### config.mk
export PLATFORM = sky130hd
export DESIGN_NAME = pipe_stall_ctrl
export DESIGN_NICKNAME = d
export VERILOG_FILES = /design/src/rtl/pipe_stall_ctrl_pkg.sv /design/src/rtl/pipe_stall_ctrl_hazard_cmp.sv /design/src/rtl/pipe_stall_ctrl.sv
export SDC_FILE = /design/constraint.sdc
export NUM_CORES = 1
export LEC_CHECK = 0
export BUFFER_PORTS_ARGS = -buffer_cell sky130_fd_sc_hd__buf_4
export CORE_MARGIN = 2
export CORE_UTILIZATION = 49
export CTS_CLUSTER_SIZE = 24
export DETAILED_ROUTE_END_ITERATION = 6
export GPL_ROUTABILITY_DRIVEN = 0
export GPL_TIMING_DRIVEN = 0
export HOLD_SLACK_MARGIN = 0.15
export PLACE_DENSITY = 0.74
export SKIP_LAST_GASP = 1
export SYNTH_ARGS = -nofsm -noshare
export SYNTH_HDL_FRONTEND = slang
export SYNTH_SLANG_ARGS = --single-unit
### constraint.sdc
create_clock -name cpu_clk_50M -period 2.3 [get_ports cpu_clk_50M]
set_input_delay 0.46 -clock cpu_clk_50M [delete_from_list [all_inputs] [get_ports cpu_clk_50M]]
set_output_delay 0.46 -clock cpu_clk_50M [all_outputs]
set_load 0.05 [all_outputs]
### src/rtl/pipe_stall_ctrl_pkg.sv
// Shared state encodings and hold/bubble patterns for the pipeline stall controller.
// Pure definitions: no latency, no backpressure.
package pipe_stall_ctrl_pkg;

  typedef enum logic [1:0] {
    ST_RUN      = 2'd0,
    ST_DIV_BUSY = 2'd1,
    ST_MEM_WAIT = 2'd2
  } ctrl_state_e;

  localparam int HOLD_PC     = 0;
  localparam int HOLD_IFID   = 1;
  localparam int HOLD_IDEXE  = 2;
  localparam int HOLD_EXEMEM = 3;

  localparam int BUBBLE_IDEXE  = 0;
  localparam int BUBBLE_EXEMEM = 1;
  localparam int BUBBLE_MEMWB  = 2;

  localparam logic [3:0] HOLD_NONE  = 4'b0000;
  localparam logic [3:0] HOLD_LDUSE = 4'b0011;
  localparam logic [3:0] HOLD_DIV   = 4'b0111;
  localparam logic [3:0] HOLD_ALL   = 4'b1111;

  localparam logic [2:0] BUBBLE_NONE  = 3'b000;
  localparam logic [2:0] BUBBLE_LDUSE = 3'b001;
  localparam logic [2:0] BUBBLE_DIV   = 3'b010;
  localparam logic [2:0] BUBBLE_MEM   = 3'b100;

  // True when ID reads register wa; r0 is hardwired zero and never hazards.
  function automatic logic src_match(input logic rreg1, input logic [4:0] ra1,
                                     input logic rreg2, input logic [4:0] ra2,
                                     input logic [4:0] wa);
    return (wa != 5'd0) && ((rreg1 && (ra1 == wa)) || (rreg2 && (ra2 == wa)));
  endfunction

endpackage

### src/rtl/pipe_stall_ctrl_hazard_cmp.sv
// Load-use detector: ID sources vs. load destinations in EXE and MEM.
// Latency 0 (pure combinational); no backpressure.
module stall_hazard_cmp
  import pipe_stall_ctrl_pkg::*;
(
  input  logic       id_rreg1,
  input  logic [4:0] id_ra1,
  input  logic       id_rreg2,
  input  logic [4:0] id_ra2,
  input  logic       exe_mreg,
  input  logic [4:0] exe_wa,
  input  logic       mem_mreg,
  input  logic [4:0] mem_wa,
  output logic       ld_use
);

  assign ld_use = (exe_mreg && src_match(id_rreg1, id_ra1, id_rreg2, id_ra2, exe_wa)) ||
                  (mem_mreg && src_match(id_rreg1, id_ra1, id_rreg2, id_ra2, mem_wa));

endmodule

### src/rtl/pipe_stall_ctrl.sv
// Pipeline hazard scheduler: freezes stages / injects bubbles for load-use, DIV and memory waits.
// Outputs are 0-latency from registered state + inputs; MEM wait pre-empts DIV, which pre-empts load-use.
module pipe_stall_ctrl
  import pipe_stall_ctrl_pkg::*;
#(
  parameter int DIV_CYCLES  = 32,
  parameter int MEM_TIMEOUT = 255,
  parameter int CNT_W       = 8
) (
  input  logic       cpu_clk_50M,
  input  logic       cpu_rst,
  input  logic       id_rreg1,
  input  logic [4:0] id_ra1,
  input  logic       id_rreg2,
  input  logic [4:0] id_ra2,
  input  logic       exe_mreg,
  input  logic [4:0] exe_wa,
  input  logic       mem_mreg,
  input  logic [4:0] mem_wa,
  input  logic       exe_div,
  input  logic       mem_req,
  input  logic       dmem_ack,
  output logic [3:0] hold,
  output logic [2:0] bubble,
  output logic       div_done,
  output logic       mem_err,
  output logic [1:0] ctrl_state
);

  localparam logic [CNT_W-1:0] DIV_LOAD = CNT_W'(DIV_CYCLES - 2);
  localparam logic [CNT_W-1:0] MEM_LOAD = CNT_W'(MEM_TIMEOUT - 1);

  logic [1:0]       state_q, state_d;
  logic [CNT_W-1:0] cnt_q, cnt_d;
  logic [CNT_W-1:0] div_save_q, div_save_d;
  logic             ret_div_q, ret_div_d;
  logic             div_seen_q;
  logic             ld_use;
  logic             mem_stall;
  logic [3:0]       hold_c;
  logic [2:0]       bubble_c;
  logic             done_c;
  logic             err_c;

  stall_hazard_cmp u_hazard_cmp (
    .id_rreg1 (id_rreg1),
    .id_ra1   (id_ra1),
    .id_rreg2 (id_rreg2),
    .id_ra2   (id_ra2),
    .exe_mreg (exe_mreg),
    .exe_wa   (exe_wa),
    .mem_mreg (mem_mreg),
    .mem_wa   (mem_wa),
    .ld_use   (ld_use)
  );

  assign mem_stall = mem_req && !dmem_ack;

  always_comb begin
    hold_c     = HOLD_NONE;
    bubble_c   = BUBBLE_NONE;
    done_c     = 1'b0;
    err_c      = 1'b0;
    state_d    = state_q;
    cnt_d      = cnt_q;
    div_save_d = div_save_q;
    ret_div_d  = ret_div_q;
    case (state_q)
      ST_DIV_BUSY: begin
        if (mem_stall) begin
          // Park the divider count; it resumes untouched once memory releases.
          hold_c     = HOLD_ALL;
          bubble_c   = BUBBLE_MEM;
          state_d    = ST_MEM_WAIT;
          cnt_d      = MEM_LOAD;
          div_save_d = cnt_q;
          ret_div_d  = 1'b1;
        end else if (cnt_q == '0) begin
          done_c  = 1'b1;
          state_d = ST_RUN;
        end else begin
          hold_c   = HOLD_DIV;
          bubble_c = BUBBLE_DIV;
          cnt_d    = cnt_q - 1'b1;
        end
      end
      ST_MEM_WAIT: begin
        if (dmem_ack || (cnt_q == '0)) begin
          err_c     = !dmem_ack;
          state_d   = ret_div_q ? ST_DIV_BUSY : ST_RUN;
          cnt_d     = ret_div_q ? div_save_q : '0;
          ret_div_d = 1'b0;
        end else begin
          hold_c   = HOLD_ALL;
          bubble_c = BUBBLE_MEM;
          cnt_d    = cnt_q - 1'b1;
        end
      end
      default: begin
        // RUN, and the unused encoding which behaves as RUN for one cycle.
        if (mem_stall) begin
          hold_c    = HOLD_ALL;
          bubble_c  = BUBBLE_MEM;
          state_d   = ST_MEM_WAIT;
          cnt_d     = MEM_LOAD;
          ret_div_d = 1'b0;
        end else if (exe_div && !div_seen_q) begin
          hold_c   = HOLD_DIV;
          bubble_c = BUBBLE_DIV;
          state_d  = ST_DIV_BUSY;
          cnt_d    = DIV_LOAD;
        end else if (ld_use) begin
          hold_c   = HOLD_LDUSE;
          bubble_c = BUBBLE_LDUSE;
        end
        if (state_q != ST_RUN) begin
          state_d = ST_RUN;
          cnt_d   = '0;
        end
      end
    endcase
  end

  always_ff @(posedge cpu_clk_50M) begin
    if (cpu_rst) begin
      state_q    <= ST_RUN;
      cnt_q      <= '0;
      div_save_q <= '0;
      ret_div_q  <= 1'b0;
      div_seen_q <= 1'b0;
    end else begin
      state_q    <= state_d;
      cnt_q      <= cnt_d;
      div_save_q <= div_save_d;
      ret_div_q  <= ret_div_d;
      // The finished DIV may still be flagged in EXE for a cycle; ignore it until EXE moves on.
      if (done_c)
        div_seen_q <= 1'b1;
      else if (!hold_c[HOLD_IDEXE])
        div_seen_q <= 1'b0;
    end
  end

  assign hold       = cpu_rst ? HOLD_NONE : hold_c;
  assign bubble     = cpu_rst ? BUBBLE_NONE : bubble_c;
  assign div_done   = done_c && !cpu_rst;
  assign mem_err    = err_c && !cpu_rst;
  assign ctrl_state = state_q;

endmodule

After elaboration in Yosys (flattened, before gate mapping)
Index checks and enable logic that the tools add are counted.

word-level totals
  memories = 0
  memory bits (writable) = 0
  latch bits = 0
  register bits after elaboration = 20
  ROM bits = 0

operators by class
  order comparisons = 0
  divide/modulo/power cells = 0
  reductions and logical operators = 29
  $mul = 0
  eq/ne operators = 11
  add/subtract/negate cells = 1
  shifts and indexed selects = 0
  bitwise operators = 0
  mux-type cells = 43

operators by type and width
  kind                                                   count
  2-to-1 mux 8 bit                                       7
  == test 5 bit                                          4
  2-to-1 mux 2 bit                                       9
  2-to-1 mux 3 bit                                       6
  2-to-1 mux 4 bit                                       4
  one-hot mux 8 bit (2 select lines)                     1
  nonzero test 5 bit                                     3
  logical AND 1 bit                                      12
  2-to-1 mux 1 bit                                       12
  logical NOT 8 bit                                      1
  one-hot mux 4 bit (2 select lines)                     1
  subtractor 8 x 1 -> 8 bit, second input constant       1
  inequality test 3 bit, second input constant           2
  one-hot mux 3 bit (2 select lines)                     1
  AND reduction 3 bit                                    2
  logical OR 1 bit                                       4
  inequality test 2 bit, second input constant           2
  one-hot mux 2 bit (2 select lines)                     1
  AND reduction 2 bit                                    2
  nonzero test 2 bit                                     2
  logical NOT 1 bit                                      3
  == test 2 x 1 -> 1 bit, second input constant          1
  == test 2 bit, second input constant                   1
  inequality test 2 x 1 -> 1 bit, second input constant  1
  one-hot mux 1 bit (2 select lines)                     1

Longest topological paths before layout
Gate-level depths: netlist of run 1.

  depth after elaboration = 12
  depth in mapped cells = 9
  mapped depth without buffers = 8

Modules after synthesis
From an unflattened synthesis of run 1, not the netlist that was laid out.

second synthesis, totals
  cell total of the unflattened synthesis = 209
  area total of the unflattened synthesis = 1591.5 µm²

modules (own cells, without submodules)
  module            area each (µm²)  times used  cells an instance  seq. area each (µm²)
  pipe_stall_ctrl   1330.0           1           176                400.4
  stall_hazard_cmp  261.5            1           33                 0.0

Worst setup path before layout of run 1
Ideal clock, no wire load.

  path type = flip-flop to output port
  from = reg state_q[0], in the netlist ctrl_state[0]
  to = out hold[3]
  cell stages (with the launch flop) = 7
  arrival time = 3009 ps
  data required time = 1840 ps
  path buffers = 2
  path slack = -1169 ps
  cells stage by stage = dfxtp_1 -> inv_1 -> ha_1 -> clkbuf_1 -> nor2_1 -> nor3_1 -> buf_4

between the ends
  cells in the longest elaborated chain, start to end = 3

RTL lines
  item                                                            RTL line                text
  from (decl)                                                     pipe_stall_ctrl.sv:33   logic [1:0] state_q, state_d;
  from (signal assigned)                                          pipe_stall_ctrl.sv:132  state_q <= state_d;
  == test 2 bit / == test 2 x 1 -> 1 bit (equally long branches)  pipe_stall_ctrl.sv:68   case (state_q)
  one-hot mux 4 bit (2 select lines) *                            pipe_stall_ctrl.sv:68
  2-to-1 mux 4 bit *                                              pipe_stall_ctrl.sv:144  assign hold = cpu_rst ? HOLD_NONE : hold_c;
  to (decl)                                                       pipe_stall_ctrl.sv:23   output logic [3:0] hold,

Every way passes the cells marked *; elsewhere a longest branch is shown, timed or not.

Worst setup path after layout of run 1
  from = reg cnt_q[0]
  to = out mem_err

between the ends
  cells in the longest elaborated chain, start to end = 5

RTL lines
  item                    RTL line                text
  from (decl)             pipe_stall_ctrl.sv:34   logic [CNT_W-1:0] cnt_q, cnt_d;
  from (signal assigned)  pipe_stall_ctrl.sv:133  cnt_q <= cnt_d;
  logical NOT 8 bit       pipe_stall_ctrl.sv:88   if (dmem_ack || (cnt_q == '0)) begin
  logical OR 1 bit        pipe_stall_ctrl.sv:88
  2-to-1 mux 1 bit        pipe_stall_ctrl.sv:88
  2-to-1 mux 1 bit        pipe_stall_ctrl.sv:68
  logical AND 1 bit       pipe_stall_ctrl.sv:147  assign mem_err = err_c && !cpu_rst;
  to (decl)               pipe_stall_ctrl.sv:26   output logic mem_err,

No other way between the ends.

==> reports/metrics.yaml, run 1 <==
power_and_ir_drop:
  ir_drop_v: 0.000564
  powerDensity_nw_per_um2: 1150
  p_total_w: 0.00284
  p_leak_nw: 0.987
yosys:
  synth_cell_types: 44
  synth_warnings: 0
  async_flop_share_pct: 0
  synthCells: 206
  yosysTopAreaCell: "dfxtp_1"
  synth_area_per_cell_sq_um: 7.76
  netlist_top_cells_area: "dfxtp_1 (25%), xor2_1 (9.3%), nand2_1 (6.6%)"
  synth-edff-count: 0
  netlist_area_sq_um: 1600
  ys.flop_type: "dfxtp_1"
  synth-seq-cells: 20
  synth_top_area_share_pct: 25.0
  seq_area_frac_synth_pct: 25.0
  syn-num-nets: 240
cts:
  cts_hold_buf: 0
  cts-root-buf: "clkbuf_4"
  insertion_delay_ns: 0.33
  cts_buffers: 3
  htreeDepth: 1
  clockBufferDepth: 2
  cts.sink_count: 20
  clkTransAtPathRegs_ns: 0.12
  cts_tree: "yes"
global_route:
  grt_use_total_pct: 28.6
  antenna_found_initial: 0
  grt_overflow: 0
  grt_max_degree: 13
  grt_pass1_wl_mm: 7.85
  grt_pass1_vias: 1635
route:
  ant_nets: 0
  viasPerCell: 5.96
  dr_total_vias: 1859
  drc: 0
  routed_wl_mm: 5.79
  wl_per_cell_um: 18.5
  drt_iter0_drc: 159
  drtPass1Iterations: 4
hold_path:
  min_path_type: "input pin to flip-flop"
placed_design:
  dp_hpwl_mm: 3.34
  io_buffers: 39
  pre_cts_ws_ns: -0.278
floorplan:
  rows: 20
  start_util_pct: 52.0
  ios: 40
  core_area_sq_um: 3080
  die_w_um: 61.1
  fp.dieH_um: 61.1
  dieArea_sq_um: 3740
sta:
  drv_slew: 0
  setup_viol: 6
  final.setup.tns_ns: -0.184
  fin_ws_ns: -0.0544
  tightest_slew_ns: 0.849
  finalClockSkew_ns: 0.00607
  layout_min_cycle_time_ns: 2.35
  slew_headroom_pct: 43.4
  rsz0062_at_grt: "true"
  hold_viol: 0
  fin_crit_sh_pct: 102
  max_freq_mhz: 425
layout:
  synthToLayoutAreaGrowth_pct: 54.1
  diodes: 0
  final_nets: 303
  layout-drive-gt1-share_pct: 42.5
  num-fill-cells: 207
setup_path:
  cp.arrival_ns: 1.89
  cp.required_ns: 1.84
  path_max_fanout: 4
  crit_path_start_kind: "flip-flop"
  crit_path_end_kind: "output pin"
  criticalPathCategory: "flip-flop to output pin"
job:
  maxCapViolCount: 0
outcome:
  outcome: "complete, but fails checks"
  violations: "negative setup slack"
==> final timing paths <==
| kind | start | to | slack, ns | depth (start not counted) |
|---|---|---|---|---|
| worst max register to register | cnt_q[0] | cnt_q[3] | 0.21 | 11 |
| worst min register to register | div_save_q[5] | div_save_q[5] | 0.46 | 2 |
| worst min-delay path | cpu_rst | cnt_q[4] | 0.46 | 4 |
| worst max-delay path | cnt_q[0] | mem_err | -0.05 | 7 |
==> registers in the layout, summed over array words and instances (netlist names) <==
signal      flops
cnt_q           8
ctrl_state      2
div_save_q      8
div_seen_q      1
ret_div_q       1
==> Yosys cell counts (2+ instances only) <==
cell type,number
nand2_1,28
dfxtp_1,20
a21oi_1,19
nor2_1,18
xor2_1,17
o21ai_0,9
a211oi_1,8
clkbuf_1,6
xnor2_1,6
ha_1,5
inv_1,5
nand2b_1,5
nor3_1,5
a31oi_1,4
and3_1,4
nor2b_1,4
nor4_1,4
o211ai_1,3
o22ai_1,3
a211o_1,2
buf_2,2
buf_4,2
buf_6,2
nor3b_2,2
nor4_4,2
o21ai_2,2
or4_1,2
==> cell families (layout without fill, tap and decap cells) <==
| group | after synthesis | after routing | share of synthesized area (%) |
|---|---|---|---|
| adder cells (fa/ha/maj) | 5 | 5 | 3.91 |
| multiplexers | 1 | 1 | 0.626 |
| buffers and inverters | 17 | 79 | 5.56 |
| flip-flops | 20 | 20 | 25.0 |
| AO/OA/AOI/OAI | 60 | 60 | 24.3 |
| AND/OR/NAND/NOR | 80 | 80 | 28.0 |
| XOR/XNOR | 23 | 23 | 12.6 |
==> per-layer routing <==
| metal | vias up | global-route usage (%) | part of all wire [%] |
|---|---|---|---|
| li1 | 859 | - | - |
| met5 | - | 0 | 0 |
| met1 | 884 | 38.5 | 43 |
| met2 | 101 | 47.0 | 48 |
| met3 | 15 | 3.78 | 7.3 |
| met4 | 0 | 9.94 | 1.9 |
==> area by class of cell <==
| class | instances | area [sq um] | area share (%) |
|---|---|---|---|
| multi-input cells | 169 | 1330 | 53.9 |
| repair buffers | 60 | 518 | 21.0 |
| flip-flops and latches | 20 | 414 | 16.8 |
| plain buffers | 10 | 75.1 | 3.05 |
| well taps | 44 | 55.1 | 2.23 |
| clock inverters | 1 | 30.0 | 1.22 |
| clock buffers | 3 | 22.5 | 0.914 |
| inverters | 5 | 21.3 | 0.863 |
==> layout by cell type (no fill, tap or decap), drive strengths merged, types with 2 or more instances in the layout <==
| master | Yosys | routed |
|---|---|---|
| or4 | 3 | 3 |
| buf | 6 | 65 |
| nor3b | 3 | 3 |
| nand2b | 5 | 5 |
| nor4 | 6 | 6 |
| and2 | 2 | 2 |
| a31oi | 4 | 4 |
| a21oi | 20 | 20 |
| nor2 | 19 | 19 |
| nor2b | 4 | 4 |
| o21ai | 11 | 11 |
| inv | 5 | 5 |
| clkbuf | 6 | 8 |
| xor2 | 17 | 17 |
| nand2 | 28 | 28 |
| and3 | 4 | 4 |
| o22ai | 3 | 3 |
| o211ai | 3 | 3 |
| dfxtp | 20 | 20 |
| ha | 5 | 5 |
| a211o | 2 | 2 |
| xnor2 | 6 | 6 |
| nor3 | 6 | 6 |
| a211oi | 8 | 8 |
==> stage by stage <==
stage / hold WS, ns / cells / cell area [sq um] / util, %
after global routing: 0.474 / 312 / 2460 / 80.0
after global placement: 0.443 / 289 / 2000 / 65.1
after detailed placement: 0.447 / 289 / 2000 / 65.1
after CTS: 0.452 / 308 / 2340 / 76.1
after floorplan: 0.437 / 206 / 1660 / -
final: 0.458 / 312 / 2460 / 80.0
==> power by group <==
group / total, W / switching (W) / internal, W
sequential: 0.000500 / 0.0000799 / 0.000420
combinational: 0.00203 / 0.00115 / 0.000886
clock: 0.000303 / 0.000127 / 0.000177
==> worst max-delay path: stages, from the launching register on <==
cell,delay [ns]
dfxtp_4,0.37
inv_2,0.06
ha_4,0.13
nor3b_4,0.30
nand2_2,0.15
buf_4,0.18
nor3_4,0.19
buf_6,0.19
==> what timing repair did <==
| item | in CTS | in global routing |
|---|---|---|
| setup buffers | 16 | 5 |
| resized for setup | 45 | 26 |
| endpoints found under the setup margin | 9 | 9 |
| pin swaps | 14 | 15 |
Note: power is estimated with default switching activity, not from simulation.
==> inputs of run 2 (changes only) <==
--- a/config.mk
+++ b/config.mk
@@ -6,8 +6,10 @@
 export NUM_CORES = 1
 export LEC_CHECK = 0
 export BUFFER_PORTS_ARGS = -buffer_cell sky130_fd_sc_hd__buf_4
+export CAP_MARGIN = 10
 export CORE_MARGIN = 2
 export CORE_UTILIZATION = 49
+export CTS_BUF_LIST = sky130_fd_sc_hd__clkbuf_8
 export CTS_CLUSTER_SIZE = 24
 export DETAILED_ROUTE_END_ITERATION = 6
 export GPL_ROUTABILITY_DRIVEN = 0
==> constraint.sdc (replaced) <==
create_clock -name cpu_clk_50M -period 2.8 [get_ports cpu_clk_50M]
set_input_delay 0.56 -clock cpu_clk_50M [delete_from_list [all_inputs] [get_ports cpu_clk_50M]]
set_output_delay 0.56 -clock cpu_clk_50M [all_outputs]
set_load 0.05 [all_outputs]
==> run 2 against run 1 <==
The run now ends clean. Clock skew down 0.0041 ns. Combinational power down 44%. Sequential power down 20%. Die area unchanged. Sequential cell count unchanged. Critical endpoint is now hold[1]. Largest cell class unchanged. Largest power group unchanged.
==> reports/metrics.yaml, run 2 (same netlist as run 1, synthesis figures left out) <==
setup_path:
  crit_path_start_kind: "flip-flop"  # unchanged
  cp.required_ns: 2.24  # was 1.84 ns
  reg2reg_setup_slack_ns: 0.77  # was 0.21 ns
  criticalPathCategory: "flip-flop to output pin"  # unchanged
  cp.arrival_ns: 2.10  # was 1.89 ns
  r2r-end: "div_save_q[2]"  # was cnt_q[3]
  path_max_fanout: 6  # was 4
  reg2reg_from: "ctrl_state[1]"  # was cnt_q[0]
  r2r_cells: 8  # was 11
  crit_path_end_kind: "output pin"  # unchanged
global_route:
  grt_use_total_pct: 22.9  # was 28.6%
  grt_overflow: 0  # unchanged
  grt_pass1_wl_mm: 6.36  # was 7.85 mm
  antenna_found_initial: 0  # unchanged
  grt_pass1_vias: 1444  # was 1635
  grt_max_degree: 12  # was 13
route:
  drc: 0  # unchanged
  viasPerCell: 5.50  # was 5.96
  drtPass1Iterations: 4  # unchanged
  routed_wl_mm: 4.02  # was 5.79 mm
  wl_per_cell_um: 13.8  # was 18.5 um
  drt_iter0_drc: 68  # was 159
  ant_nets: 0  # unchanged
  dr_total_vias: 1605  # was 1859
sta:
  rsz0062_at_grt: "true"  # unchanged
  hold_viol: 0  # unchanged
  setup_viol: 0  # was 6
  finalClockSkew_ns: 0.00194  # was 0.00607 ns
  slew_headroom_pct: 65.5  # was 43.4%
  max_freq_mhz: 376
  final.setup.tns_ns: 0  # was -0.184 ns
  fin_ws_ns: 0.141  # was -0.0544 ns
  hold_slack_ns: 0.456  # was 0.458 ns
  fin_crit_sh_pct: 95.0
  drv_slew: 0  # unchanged
  layout_min_cycle_time_ns: 2.66
  tightest_slew_ns: 0.518  # was 0.849 ns
floorplan:
  rows: 20  # unchanged
  ios: 40  # unchanged
  fp.dieH_um: 61.1  # unchanged
  start_util_pct: 52.0  # unchanged
  core_area_sq_um: 3080  # unchanged
  die_w_um: 61.1  # unchanged
  dieArea_sq_um: 3740  # unchanged
placed_design:
  dp_hpwl_mm: 3.14  # was 3.34 mm
  dp.cells: 289  # unchanged
  io_buffers: 39  # unchanged
  pre_cts_ws_ns: 0.155  # was -0.278 ns
outcome:
  outcome: "complete, no violations"  # was complete, but fails checks
job:
  maxCapViolCount: 0  # unchanged
power_and_ir_drop:
  p_switching_w: 0.000849  # was 0.00136 W
  p_leak_nw: 0.803  # was 0.987 nW
  clkPwrFrac_pct: 12.7  # was 10.7%
  ir_drop_v: 0.000528  # was 0.000564 V
  seq_power_share_pct: 22.7  # was 17.6%
  combPwrFrac_pct: 64.6  # was 71.7%
  swShare_pct: 48.2  # was 47.8%
  p_int_w: 0.000913  # was 0.00148 W
  powerDensity_nw_per_um2: 869  # was 1150 nW/um^2
cts:
  insertion_delay_ns: 0.26  # was 0.33 ns
  cts_buffers: 3  # unchanged
  cts_tree: "yes"  # unchanged
  cts.sink_count: 20  # unchanged
  clockBufferDepth: 2  # unchanged
  cts_hold_buf: 0  # unchanged
  cts-root-buf: "clkbuf_8"  # was clkbuf_4
  htreeDepth: 1  # unchanged
  clkTransAtPathRegs_ns: 0.08  # was 0.12 ns
layout:
  num-fill-cells: 283  # was 207
  utilization_pct: 65.9  # was 80.0%
  final_nets: 283  # was 303
  layout-drive-gt1-share_pct: 27.4  # was 42.5%
  final_common_cell: "buf_4"  # unchanged
  fin_cells: 292  # was 312
  synthToLayoutAreaGrowth_pct: 26.8  # was 54.1%
  mostFrequentLayoutCells: "buf_4 (41), nand2_1 (28), dfxtp_1 (19), nor2_1 (18), a21oi_1 (18)"  # was buf_4 (47), nand2_1 (25), xor2_1 (17), nor2_1 (16), a21oi_1 (16)
  diodes: 0  # unchanged
hold_path:
  holdPathEnd: "div_save_q[5]"  # was cnt_q[4]
  min_from: "div_save_q[5]"  # was cpu_rst
  min_path_type: "flip-flop to flip-flop"  # was input pin to flip-flop
  worstHoldPathCells: 2  # was 4
## run 2: critical path: stages, from the launching register on
cell,delay (ns)
dfxtp_1,0.37
inv_1,0.08
ha_1,0.20
nor3b_4,0.33
nand2_1,0.16
o21ai_1,0.20
o21ba_2,0.19
buf_4,0.12
buf_4,0.18
## run 2: per-stage QoR
stage	instance area, sq um	power (W)
after CTS	2010	0.00174
final	2030	0.00176
after global placement	1960	0.00150
after global routing	2030	0.00189
after detailed placement	1960	0.00151
after floorplan	1610	0.00125
## run 2: timing repair
action                     in CTS  in global routing
setup endpoints to repair       3                  3
resized for setup               1                  5
setup buffers                   0                  0
## run 2: worst max path at each step
stage	start	endpoint	slack [ns]	depth (start not counted)
after floorplan	ctrl_state[1]	hold[3]	-0.27	6
after global placement	ctrl_state[1]	hold[1]	0.16	8
after detailed placement	ctrl_state[1]	hold[1]	0.16	8
after global routing	cnt_q[0]	hold[3]	-0.03	8
final	cnt_q[0]	hold[1]	0.14	8
after CTS	cnt_q[0]	hold[1]	-0.005	8
## run 2: layout make-up
type / count / area [sq um] / area share [%]
Timing Repair Buffer: 39 / 293 / 14.4
Inverter: 5 / 18.8 / 0.926
Tap cell: 44 / 55.1 / 2.72
Multi-Input combinational cell: 169 / 1140 / 56.1
Sequential cell: 20 / 402 / 19.8
Clock buffer: 4 / 55.1 / 2.72
Buffer: 11 / 66.3 / 3.27
## run 2: metal layers
layer / share of wire (%) / GRT usage (%) / routed length (um)
met2: 45 / 36.5 / 1800
met1: 45 / 31.1 / 1820
met4: 1.9 / 9.32 / 77
met5: 0 / 0 / 0
met3: 8.1 / 3.15 / 324
## run 2: power groups by stage
stage	Clock, W	Sequential [W]	Combinational, W
after global routing	0.000239	0.000409	0.00124
after CTS	0.000232	0.000397	0.00111
final	0.000224	0.000399	0.00114
after floorplan	0	0.000425	0.000824
after detailed placement	0	0.000403	0.00111
after global placement	0	0.000402	0.00110
